===== src/rtl/rr_arb32.sv =====
// rr_arb32: 32-way round-robin arbiter with hold-time limit, index and one-hot grant.
module dec5to32 (
    input  logic [4:0]  sel,
    output logic [31:0] y
);
    assign y = 32'(1) << sel;
endmodule

module rr_arb32 #(
    parameter int HOLD_W   = 8,
    parameter int HOLD_MAX = 16
) (
    input  logic        clk,
    input  logic        rst_n,
    input  logic [31:0] req,
    input  logic        done,
    output logic [31:0] gnt,
    output logic [4:0]  gnt_idx,
    output logic        gnt_valid,
    output logic        expired
);
    localparam logic [0:0] IDLE  = 1'b0;
    localparam logic [0:0] GRANT = 1'b1;
    logic [0:0]        state;
    logic [4:0]        ptr;
    logic [4:0]        pick;
    logic [HOLD_W-1:0] cnt;
    logic [31:0]       dec;
    logic              rel_to;
    logic              rel;
    // Scan downward so the smallest offset from ptr wins.
    always_comb begin
        pick = ptr;
        for (int i = 31; i >= 0; i--)
            if (req[ptr + 5'(i)]) pick = ptr + 5'(i);
    end
    assign rel_to    = (HOLD_MAX != 0) && (cnt == HOLD_W'(HOLD_MAX - 1));
    assign rel       = done || !req[gnt_idx] || rel_to;
    assign gnt_valid = (state == GRANT);
    dec5to32 u_dec (.sel(gnt_idx), .y(dec));
    assign gnt = dec & {32{gnt_valid}};
    always_ff @(posedge clk or negedge rst_n) begin
        if (!rst_n) begin
            state   <= IDLE;
            ptr     <= '0;
            gnt_idx <= '0;
            cnt     <= '0;
            expired <= 1'b0;
        end else if (state == IDLE) begin
            expired <= 1'b0;
            if (|req) begin
                gnt_idx <= pick;
                cnt     <= '0;
                state   <= GRANT;
            end
        end else if (rel) begin
            state   <= IDLE;
            ptr     <= gnt_idx + 5'd1;
            expired <= !done && req[gnt_idx];
        end else begin
            cnt     <= (cnt == '1) ? cnt : cnt + 1'b1;
            expired <= 1'b0;
        end
    end
endmodule


===== config.mk =====
export PLATFORM = sky130hd
export DESIGN_NAME = rr_arb32
export DESIGN_NICKNAME = d
export VERILOG_FILES = /design/src/rtl/rr_arb32.sv
export SDC_FILE = /design/constraint.sdc
export NUM_CORES = 1
export LEC_CHECK = 0
export BUFFER_PORTS_ARGS = -buffer_cell sky130_fd_sc_hd__buf_4
export CORE_MARGIN = 2
export CORE_UTILIZATION = 50
export CTS_CLUSTER_DIAMETER = 100
export DETAILED_ROUTE_END_ITERATION = 16
export PLACE_DENSITY = 0.69
export SYNTH_ARGS = -nofsm -noshare
export SYNTH_HDL_FRONTEND = slang
export SYNTH_SLANG_ARGS = --single-unit

===== constraint.sdc =====
create_clock -name clk -period 12.3 [get_ports clk]
set_input_delay 0.615 -clock clk [delete_from_list [all_inputs] [get_ports clk]]
set_output_delay 0.615 -clock clk [all_outputs]
set_load 0.05 [all_outputs]

==> results of run 1 <==
worst register-to-register path, delay by kind of cell (launching register included):
| family | cells | cell delay [ns] |
|---|---|---|
| multiplexers | 4 | 1.82 |
| adder cells (fa/ha/maj) | 1 | 1.24 |
| AO/OA/AOI/OAI | 4 | 0.83 |
| flip-flops | 1 | 0.83 |
| buffers and inverters | 1 | 0.52 |
| AND/OR/NAND/NOR | 2 | 0.45 |
routing by layer:
metal / wire length (um) / vias up
met2: 14140 / 559
met5: 0 / -
met1: 11690 / 3861
met3: 3021 / 94
met4: 1282 / 0
li1: - / 3315
cell families (layout without fill, tap and decap cells):
group / after synthesis / in the layout
simple gates: 284 / 284
flops: 20 / 20
fa+ha+maj: 20 / 20
mux: 170 / 170
xor+xnor: 44 / 44
buf+inv: 86 / 129
compound gates: 197 / 197
per-stage QoR:
stage	utilization	std cells	worst slack [ns]	hold slack, ns	cell area [um2]
2_1_floorplan	-	821	7.648	0.3194	7213
3_3_place_gp	0.5610	1040	6.679	0.5041	7848
3_5_place_dp	0.5610	1040	6.552	0.5093	7848
4_1_cts	0.5674	1044	6.537	0.2372	7936
5_1_grt	0.5674	1044	6.135	0.2492	7936
6_report	0.5674	1044	6.485	0.2274	7936
final cells by class:
class / instances / area [um2] / area share
multi-input cells: 715 / 6310 / 0.7950
repair buffers: 90 / 675.6 / 0.08513
flip-flops and latches: 20 / 505.5 / 0.06369
well taps: 180 / 225.2 / 0.02838
inverters: 35 / 131.4 / 0.01655
clock buffers: 4 / 88.84 / 0.01119
placed cells by master (no fill, tap or decap), types with 7 or more instances in the layout:
cell,instances
a211oi_1,13
a21o_1,8
a21oi_1,44
and2_1,9
buf_4,90
dfrtp_1,18
ha_1,20
inv_1,30
mux2_2,20
mux2i_1,47
mux4_2,98
nand2_1,101
nand2b_1,11
nand3_1,20
nand4_1,10
nor2_1,74
nor3_1,17
nor4_1,14
o211ai_1,7
o21ai_0,33
o22ai_1,7
or3_1,8
xnor2_1,32
xor2_1,9
state kept, by name, indices dropped and copies added, names as in the netlist:
name,flops
gnt_idx,5
expired,1
ptr,5
cnt,8
gnt_valid,1
how the worst min path moves through the flow:
stage / slack, ns / start / endpoint
after floorplan: 0.32 / rst_n / cnt[0]
final: 0.23 / rst_n / cnt[2]
after detailed placement: 0.51 / rst_n / cnt[0]
after global routing: 0.25 / rst_n / cnt[2]
after CTS: 0.24 / rst_n / cnt[2]
after global placement: 0.50 / cnt[0] / cnt[0]
==> results.cfg, run 1 <==
[drt]
first_pass_iters = 5
wl_per_cell_um = 28.87
vias = 7829
drc = 0
routed_via_density = 7.499
drt_iter0_drc = 1171
ant_nets = 0
wl_um = 30140

[setup_path]
required_ns = 12.43
cp_num_buf_inv = 1
r2r_cells = 12
worst-r2r-setup-slack_ns = 6.48
cp-endpoint = gnt_idx[3]
cp-startpoint = ptr[1]
r2r_end = gnt_idx[3]
crit_path_frequent_cell = mux2_2
regToRegStartpoint = ptr[1]
arrival_ns = 5.95
worstPathMaxFanout = 38
path_delay_family = multiplexers
critPathSlowestCell = ha_1
cpPeakStageDelay_ns = 1.24
crit_chain = inv_1 -> ha_1 -> mux4_2 -> mux2_2 -> mux2_2 -> mux2i_2 -> nand2_1 -> o32a_1 -> o221ai_1 -> o21ai_1 -> nor3_1 -> a21boi_1
worst-path-stages = 12
start_kind = register
crit_path_end_kind = register
path_class = reg -> reg

[synth]
ys_ff_latch = 20
synth.distinct_cells = 77
ys_seq_area_frac = 0.06938
synth_common_cells = 101 x nand2_1, 98 x mux4_2, 74 x nor2_1, 47 x mux2i_1, 44 x a21oi_1
synth_compound_area_frac = 0.1905
yosys-top-cells-area = mux4_2 31%, dfrtp_1 6.9%, mux2i_1 6.5%, nand2_1 5.3%, xnor2_1 3.9%
yosys.area.top_type_share = 0.3060
synth_nets = 876
syn_area_per_cell_um2 = 8.786
synth_top_area_cell = mux4_2
synthMuxAreaShare = 0.4120
synthAdderAreaFrac = 0.03469
yosysWarnings = 0
ys.flop_type = dfrtp_1
synth_top_family_by_area = multiplexers
synth-simple-area-share = 0.1811
synth-edff-count = 0
yosys.area_share.xor_xnor = 0.05655
netlist_area_um2 = 7213
async_flop_share = 1.000
syn-instance-count = 821
synth_most_common_cell = nand2_1

[clock_network]
cts_num_sinks = 20
clock_latency_ns = 0.26
cts_tree = built
cts_max_path_buffers = 2
clkSlewWorstSetupHoldPaths_ns = 0.06
root_buffer = clkbuf_16
postCtsSetupRepairBufs = 0
h-tree-depth = 1
cts_hold_buf = 0
cts_resized = 0
cts-buffers-inserted = 3

[floorplan]
initial_core_util = 0.5157
io_pins = 74
num_rows = 43
die_h_um = 124.1
die_x_um = 124.1
dieArea_um2 = 15400
coreArea_um2 = 13990

[timing]
rsz0062_at_grt = no
setup_tns_ns = 0
min_period_ns = 5.815
finalHoldViolCount = 0
finalSetupViolations = 0
tightest_slew_ns = 1.185
clock_skew_ns = 0.001730
fmax_ghz = 0.1720
relSlewSlack = 0.2103
drv_slew = 0
min_period_over_period = 0.4728

[final_layout]
nFillCells = 1262
antenna_cells = 0
fin_nets = 920
post_route_cells_drive_above_1_share = 0.2708
area_growth_syn_to_layout_pct = 10.03

[placement]
gp_congestion = 1.097
dp_hpwl_um = 22550
io_buffers = 73

[grt]
track_usage = 0.3916
grt-ovfl-total = 0
grt_max_degree = 50
grt_most_used_layer = met2
grt_pass1_vias = 7259
antenna_found_initial = 0
groute.layer.met2.usage = 0.6346
grt_pass1_wl_um = 44370
met1_usage = 0.5336
grtUsageMet3 = 0.05678

[min_path]
min_path_type = in -> async

[run]
cap_violations = 0

[status]
status = completed
Power of run 1 is not shown: default switching activity piles up to over one toggle a cycle in this logic, so the estimate is an artifact.
==> run 2: changes to the inputs <==
ABC_AREA = 1   (was default)
PLACE_DENSITY = 0.74   (was 0.69)
clock period = 4.7 ns   (was 12.3 ns; I/O delays follow)
==> run 2 against run 1 <==
Net effect:
- die area is 23% lower
- sequential cell count stayed put
- non-clock buffer count is 1 higher
- via count is 7.5% lower
- critical path depth is 34 higher
- area after synthesis is 23% lower
- critical path type unchanged
- highest routed layer unchanged
==> results.cfg, run 2 <==
[grt]
grt_pass1_wl_um = 33320
groute.layer.met2.usage = 0.5710
track_usage = 0.3604
met1_usage = 0.4860
grt-ovfl-total = 0
grt_pass1_vias = 6402
grtUsageMet3 = 0.04961
antenna_found_initial = 0
grt_max_degree = 37
grt_most_used_layer = met2

[drt]
drt_iter0_drc = 972
first_pass_iters = 7
vias = 7241
ant_nets = 0
wl_per_cell_um = 16.84
wl_um = 21070
routed_via_density = 5.788
drc = 0

[final_layout]
layout_common_cells = 333 x nand2_1, 174 x nand3_1, 95 x a21oi_1
final_common_cell = nand2_1
largest_reg_flops = 8
final_cells = 1251
post_route_cells_drive_above_1_share = 0.1323
stdcell_area_um2 = 6198
antenna_cells = 0
fin_nets = 1167
area_growth_syn_to_layout_pct = 12.21
regMostFlops = cnt
largestRegisters = cnt (8), gnt_idx (5), ptr (5)

[placement]
post_dp_cell_area_um2 = 6113
dp_cells = 1246
gp_congestion = 1.063
dp_hpwl_um = 16880
io_buffers = 73
place_ws_ns = 0.3037

[synth]
syn_area_per_cell_um2 = 5.221
synthMuxAreaShare = 0
synth_compound_area_frac = 0.1977
synth_nets = 1113
ys_ff_latch = 20
netlist_area_um2 = 5524
synthAdderAreaFrac = 0.04530
ys_seq_area_frac = 0.09060
synth_common_cells = 333 x nand2_1, 174 x nand3_1, 95 x a21oi_1, 90 x nor2_1, 89 x inv_1
synth-simple-area-share = 0.5001
yosys.area.top_type_share = 0.2263
synth.distinct_cells = 44
async_flop_share = 1.000
yosys.area_share.xor_xnor = 0.04190
ys.flop_type = dfrtp_1
synth_top_family_by_area = simple AND/OR/NAND/NOR gates
syn-instance-count = 1058
yosys-top-cells-area = nand2_1 23%, nand3_1 16%, dfrtp_1 9.1%, a21oi_1 8.6%, nor2_1 6.1%
synth_most_common_cell = nand2_1
synth_top_area_cell = nand2_1
yosysWarnings = 0
synth-edff-count = 0

[timing]
relSlewSlack = 0.5589
tightest_slew_ns = 0.6548
rsz0062_at_grt = no
finalHoldViolCount = 0
finalSetupViolations = 0
drv_slew = 0
min_period_over_period = 0.8970
fmax_ghz = 0.2372
min_period_ns = 4.216
clock_skew_ns = 0.002561
worst_slack_ns = 0.4843
setup_tns_ns = 0

[setup_path]
start_kind = register
crit_path_frequent_cell = nand2_1
arrival_ns = 4.37
path_class = reg -> reg
r2r_cells = 46
crit_path_end_kind = register
worstPathMaxFanout = 19
cpPeakStageDelay_ns = 0.54
required_ns = 4.85
critPathSlowestCell = xor2_2

[clock_network]
cts_num_sinks = 20
clkSlewWorstSetupHoldPaths_ns = 0.07
cts-buffers-inserted = 3
cts_max_path_buffers = 2
h-tree-depth = 1
clock_latency_ns = 0.26
cts_tree = built
root_buffer = clkbuf_8

[floorplan]
io_pins = 74
num_rows = 38
coreArea_um2 = 10790
die_h_um = 109.1
die_x_um = 109.1
dieArea_um2 = 11910
initial_core_util = 0.5118

[min_path]
min_path_type = in -> reg
whs_path_depth = 3

[run]
cap_violations = 0

[status]
status = completed
==> run 2: cell count changes in the layout (fill, tap and decap cells not counted), moves of 12 or more <==
cell      before  now
nor2_1        74   90
nand3_1       20  174
mux2i_1       47    0
mux2_2        20    0
nand2_1      101  333
o21ai_0       33   53
inv_1         30   89
a211oi_1      13    1
o21ai_1        5   19
mux4_2        98    0
a21oi_1       44   95
xnor2_1       32    1
==> run 2: through the flow <==
step,hold slack [ns],utilization
global route,0.2790,0.5743
floorplan,-0.06059,-
CTS,0.2694,0.5725
finish,0.2726,0.5743
global placement,0.1243,0.5664
detailed placement,0.1252,0.5664
==> run 2: critical path: cells and delay by family (launching register included) <==
family	cells	cell delay [ns]
flip-flops	1	0.52
AND/OR/NAND/NOR	42	2.45
XOR/XNOR	1	0.54
buffers and inverters	1	0.28
AO/OA/AOI/OAI	2	0.31
==> run 2: area by class of cell <==
cell class                 count  area (um2)
clock buffer                   4       55.05
fill                        1170        4594
inverter                     110       436.7
multi-input combinational    886        4340
sequential                    20       501.7
tap                          140       175.2
timing repair buffer          91       689.4
==> run 2: repair_timing <==
item / 4_1_cts / 5_1_grt
setup buffers: 0 / 0
gates resized for setup: 0 / 9
hold buffers: 1 / 0
setup endpoints to repair: 0 / 5
endpoints found under the hold margin: 20 / 0
==> run 2: path summary, 6_finish.rpt <==
check | to | start | slack (ns)
setup / recovery | gnt_idx[3] | ptr[0] | 0.48
hold / removal | expired | done | 0.27
setup reg to reg | gnt_idx[3] | ptr[0] | 0.48
hold reg to reg | cnt[2] | cnt[2] | 0.48
max in group asynchronous | ptr[1] | rst_n | 4.10
min in group asynchronous | cnt[5] | rst_n | 0.38
==> run 2: cells by family (layout without fill, tap and decap cells) <==
kind of cell               Yosys count  in the layout
AOI/OAI and AO/OA                  202            202
buffers and inverters              152            205
adders and majority gates           20             20
and+or+nand+nor                    644            644
xor gates and xnor gates            20             20
DFF                                 20             20
==> run 2: per-layer routing <==
metal / share of wire / vias up
li1: - / 3614
met1: 0.42 / 3175
met2: 0.43 / 375
met3: 0.10 / 77
met4: 0.048 / 0
met5: 0 / -
Power of run 2 is left out for the same reason.
